**config.mk**
```make
export PLATFORM = sky130hd
export DESIGN_NAME = alu_ctrl_seq
export DESIGN_NICKNAME = d
export VERILOG_FILES = /design/src/rtl/alu_ctrl_seq.sv
export SDC_FILE = /design/constraint.sdc
export NUM_CORES = 1
export LEC_CHECK = 0
export ABC_AREA = 0
export BUFFER_PORTS_ARGS = -buffer_cell sky130_fd_sc_hd__buf_2
export CORE_MARGIN = 3
export CORE_UTILIZATION = 40
export CTS_CLUSTER_DIAMETER = 30
export DETAILED_ROUTE_END_ITERATION = 8
export GPL_TIMING_DRIVEN = 0
export HOLD_SLACK_MARGIN = 0.05
export MAX_ROUTING_LAYER = met4
export PLACE_DENSITY = 0.81
export SETUP_SLACK_MARGIN = 0.2
export SLEW_MARGIN = 40
export SYNTH_ARGS = -nofsm -noshare
export SYNTH_HDL_FRONTEND = slang
export SYNTH_SLANG_ARGS = --single-unit
```
**constraint.sdc**
```tcl
create_clock -name CLK -period 2.15 [get_ports CLK]
set_clock_uncertainty 0.1 [all_clocks]
set_input_delay 0.43 -clock CLK [delete_from_list [all_inputs] [get_ports CLK]]
set_output_delay 0.43 -clock CLK [all_outputs]
set_load 0.05 [all_outputs]
```
**src/rtl/alu_ctrl_seq.sv**
```systemverilog
// Control sequencer for the multiply/divide datapath: radix-2 Booth multiply
// and non-restoring divide, then a two-word result drive onto the shared bus.
module alu_ctrl_seq #(
    parameter int WIDTH = 32,
    parameter int CW    = 6
) (
    input  logic             CLK,
    input  logic             RESET,
    input  logic             start,
    input  logic             op,
    input  logic [WIDTH-1:0] ibus,
    input  logic             q_lsb,
    input  logic             q_m1,
    input  logic             sign,
    output logic [9:0]       c,
    output logic             busy,
    output logic             done,
    output logic             err
);

    typedef enum logic [3:0] {
        ST_IDLE,
        ST_LOAD_X,
        ST_LOAD_Y,
        ST_M_TEST,
        ST_M_SHIFT,
        ST_D_SHIFT,
        ST_D_ARITH,
        ST_D_QBIT,
        ST_D_CORR,
        ST_OUT_Q,
        ST_OUT_A,
        ST_DONE
    } state_t;

    localparam logic [CW-1:0] LAST_ITER = CW'(WIDTH - 1);

    state_t        state;
    state_t        state_nxt;
    logic          op_q;
    logic [CW-1:0] cnt;
    logic          cnt_last;
    logic          div_by_zero;

    assign cnt_last    = (cnt == LAST_ITER);
    assign div_by_zero = op_q && (ibus == '0);

    // NOTE: every combinational output gets a default before the case, so no
    // path through the block leaves a signal unassigned and infers a latch.
    always_comb begin
        state_nxt = state;
        case (state)
            ST_IDLE:    if (start) state_nxt = ST_LOAD_X;
            ST_LOAD_X:  state_nxt = ST_LOAD_Y;
            ST_LOAD_Y: begin
                if (!op_q)            state_nxt = ST_M_TEST;
                else if (div_by_zero) state_nxt = ST_DONE;
                else                  state_nxt = ST_D_SHIFT;
            end
            ST_M_TEST:  state_nxt = ST_M_SHIFT;
            ST_M_SHIFT: state_nxt = cnt_last ? ST_OUT_Q : ST_M_TEST;
            ST_D_SHIFT: state_nxt = ST_D_ARITH;
            ST_D_ARITH: state_nxt = ST_D_QBIT;
            ST_D_QBIT:  state_nxt = cnt_last ? ST_D_CORR : ST_D_SHIFT;
            ST_D_CORR:  state_nxt = ST_OUT_Q;
            ST_OUT_Q:   state_nxt = ST_OUT_A;
            ST_OUT_A:   state_nxt = ST_DONE;
            ST_DONE:    state_nxt = ST_IDLE;
            default:    state_nxt = ST_IDLE;
        endcase
    end

    // Control lines follow the current state; Booth and divide decisions look
    // at the datapath status bits in the same cycle.
    always_comb begin
        c = '0;
        case (state)
            ST_LOAD_X: begin
                c[0] = 1'b1;
                c[1] = 1'b1;
            end
            ST_LOAD_Y:  c[3] = 1'b1;
            ST_M_TEST: begin
                c[8] = ~q_lsb &  q_m1;
                c[9] =  q_lsb & ~q_m1;
            end
            ST_M_SHIFT: c[4] = 1'b1;
            ST_D_SHIFT: c[5] = 1'b1;
            ST_D_ARITH: begin
                c[8] =  sign;
                c[9] = ~sign;
            end
            ST_D_QBIT:  c[2] = 1'b1;
            ST_D_CORR:  c[8] = sign;
            ST_OUT_Q:   c[6] = 1'b1;
            ST_OUT_A:   c[7] = 1'b1;
            default:    c = '0;
        endcase
    end

    // NOTE: sequential state uses non-blocking assignments only, so every
    // register samples the pre-edge values regardless of statement order.
    always_ff @(posedge CLK) begin
        if (RESET) begin
            state <= ST_IDLE;
            op_q  <= 1'b0;
            cnt   <= '0;
            err   <= 1'b0;
            busy  <= 1'b0;
            done  <= 1'b0;
        end else begin
            state <= state_nxt;
            busy  <= (state_nxt != ST_IDLE) && (state_nxt != ST_DONE);
            done  <= (state_nxt == ST_DONE);

            if (state == ST_IDLE && start) begin
                op_q <= op;
                err  <= 1'b0;
            end

            if (state == ST_LOAD_Y) begin
                cnt <= '0;
                if (div_by_zero) err <= 1'b1;
            end

            // The counter wraps on the final iteration so it is clean for the next run.
            if (state == ST_M_SHIFT || state == ST_D_QBIT) begin
                cnt <= cnt_last ? '0 : cnt + CW'(1);
            end
        end
    end

    a_add_sub_excl: assert property (@(posedge CLK) !(c[8] && c[9]));
    a_obus_excl:    assert property (@(posedge CLK) !(c[6] && c[7]));
    a_done_idle:    assert property (@(posedge CLK) !(done && busy));

endmodule
```
==> results.md <==
- Final hold violations: 0
- Met3 Usage GRT: 0.08353
- Cell Area, Synth: 985.9 um2
- CP endpoint kind: output port
- Grt met1 use: 0.2295
- Post-synth top flop: dfxtp_1
- Nets: 234
- Worst slack, placed: 0.1279 ns
- Iter 0 DRT Violations: 31
- Antenna diodes: 0
- GRT Total Usage: 0.2256
- Top Usage Layer GRT: met2
- DR vias/cell: 5.783
- Routed wire length: 3627 um
- Leak: 0.6807 nW
- Setup violators final: 0
- FF+latch count, synth: 14
- CTS buffer count: 3
- GP Congestion: 0.8934
- Slew HR: 0.7149
- Max-Cap Viols: 0
- CP Class: reg2out
- First-pass GRT wire length: 5568 um
- Largest net degree at the start of global routing: 11
- Setup slack after layout: 0.1055 ns
- Outcome: finished, final reports clean
- RSZ-0062 raised after global routing: true
- Max Slew Vio Count: 0
- Worst-Skew Late Latency: 0.29 ns
- Final worst path period share: 0.9509
- Post-synthesis sequential area ratio: 0.2843
- Yosys cell types: 43
- Path type of the worst min-delay path: in2reg
- Fillers: 166
- CTS Sinks: 14
- Avg WL per Cell: 16.41 um
- Setup crit start kind: flop
- CTS tree: yes
- Horiz. Die Dim: 55.65 um
- Power Density: 520.0 mW/mm2
- Syn Nets: 169
- Core Footprint: 0.002276 mm2
- IO Port Bufs: 51
- Fin Setup TNS: 0 ns
- WP data required: 1.62 ns
- Via count: 1278
- Drt pass-1 iters: 4
- Area Growth Syn to Fin: 60.28%
- Die footprint: 0.003096 mm2
- Clock-pin slew of the registers on the worst-case setup and hold paths: 0.09 ns
- Min Tclk post-route: 2.044 ns
- Antenna violation net count after detailed routing: 0
- CP max FO: 5
- Max rail drop VDD: 470.6 uV
- Worst-margin pin slew: 0.4276 ns
- H-tree lvl count: 1
- Yosys warnings: 0
- Die height: 55.65 um
- Residual DRC: 0
- Vias in the first global route: 1283
- IO Count: 52
- HPWL Detailed: 2290 um
- Initial antenna violation count: 0
- Peak Freq: 0.4891 GHz
- Cells after Synth: 129
- Average cell area after synthesis: 7.643 um2
- EDFF count, synth: 0
- Layout cells sized above 1: 0.5130
- Grt ovf: 0
- WP data arrival: 1.51 ns
- Max Root-Sink Buffers: 2
- GR Util met2: 0.3970
- Clock root buffer: clkbuf_4
- FP Rows: 17
- Initial Util: 0.4332
- Post-synth ARST share: 0
## kinds of logic after synthesis
family          Yosys count  share of synthesized area
xor+xnor                  2                    0.01777
fa+ha+maj                 1                    0.01269
flops                    14                     0.2843
compound gates           28                     0.2018
mux                       3                    0.03046
simple gates             71                     0.3972
buf+inv                  10                    0.05583
## sequential cells by signal (all words and copies together) (netlist names)
signal,flops
busy,1
cnt,6
done,1
err,1
op_q,1
state,4
## placed cells by master (no fill, tap or decap), types with 2 or more instances in the layout
| cell type | instances |
|---|---|
| nor2_1 | 20 |
| dfxtp_2 | 4 |
| buf_4 | 13 |
| nand3b_1 | 3 |
| a22oi_1 | 2 |
| nand2_1 | 7 |
| buf_8 | 3 |
| nor3_1 | 5 |
| nand2b_4 | 2 |
| mux2i_1 | 3 |
| buf_2 | 41 |
| nand4_1 | 4 |
| a21oi_1 | 9 |
| nand3_1 | 4 |
| o21ai_0 | 5 |
| buf_6 | 10 |
| nor4_1 | 8 |
| dfxtp_4 | 2 |
| nor2_2 | 4 |
| clkbuf_4 | 3 |
| dfxtp_1 | 8 |
## cell usage after synthesis (2+ instances only)
cell / number / area (um2)
or2_2: 2 / 12.51
nand4_1: 4 / 25.02
nand2b_1: 2 / 12.51
a22oi_1: 2 / 15.01
clkbuf_1: 3 / 11.26
nand2_1: 7 / 26.28
o21ai_0: 6 / 30.03
inv_1: 2 / 7.510
nand3_1: 4 / 20.02
a21oi_1: 9 / 45.04
mux2i_1: 3 / 30.03
dfxtp_1: 14 / 280.3
buf_4: 2 / 15.01
nor3_1: 5 / 25.02
buf_2: 2 / 10.01
nor4_1: 8 / 50.05
nor3b_1: 2 / 15.01
nand3b_1: 3 / 22.52
nor2_1: 25 / 93.84
## routing by layer
metal | part of all wire | vias to the layer above
li1 | - | 602
met1 | 0.35 | 594
met2 | 0.53 | 70
met3 | 0.098 | 12
met4 | 0.022 | 0
met5 | 0 | -
## worst paths after layout
check	startpoint	to	slack, ns	cells after the start
worst max-delay path	state[2]$_SDFF_PP0_	c[8]	0.11	7
worst min-delay path	RESET	busy$_SDFF_PP0_	0.27	2
worst max register to register	state[2]$_SDFF_PP0_	done$_SDFF_PP0_	0.27	7
worst min register to register	cnt[3]$_SDFFE_PP0P_	cnt[3]$_SDFFE_PP0P_	0.42	1
## per-stage QoR
stage	util	instance area (um2)	total power, mW	hold WS [ns]	instances
floorplan	-	998.5	0.4681	0.3829	129
CTS	0.6498	1479	0.7808	0.2621	219
finish	0.6943	1580	0.8218	0.2656	221
global route	0.6943	1580	0.8586	0.2653	221
global placement	0.5662	1289	0.5409	0.3894	208
detailed placement	0.5662	1289	0.5475	0.3966	208
## layout make-up
class,count,area [um2],share of cell area
clock buffers,4,36.28,0.02296
repair buffers,60,374.1,0.2367
inverters,2,7.507,0.004751
multi-input cells,105,744.5,0.4711
well taps,28,35.03,0.02217
plain buffers,8,90.09,0.05701
flip-flops and latches,14,292.8,0.1853
## what timing repair did
action | in CTS | in global routing
endpoints found under the hold margin | 0 | 0
pin swaps | 3 | 7
endpoints found under the setup margin | 11 | 12
resized for setup | 31 | 24
hold buffers | 0 | 0
setup buffers | 7 | 2
## where the power goes
part           internal (mW)  switching (mW)
combinational          0.150           0.198
sequential             0.272          0.0102
clock                  0.103          0.0890
## critical path: stages (launching register included)
cell and delay [ns]:
dfxtp_2 0.33, buf_6 0.12, buf_8 0.12, nand2b_4 0.14
mux2i_1 0.14, nand3_1 0.11, o21ai_2 0.08, buf_6 0.18
No activity file was read; power rests on OpenSTA's default activity.
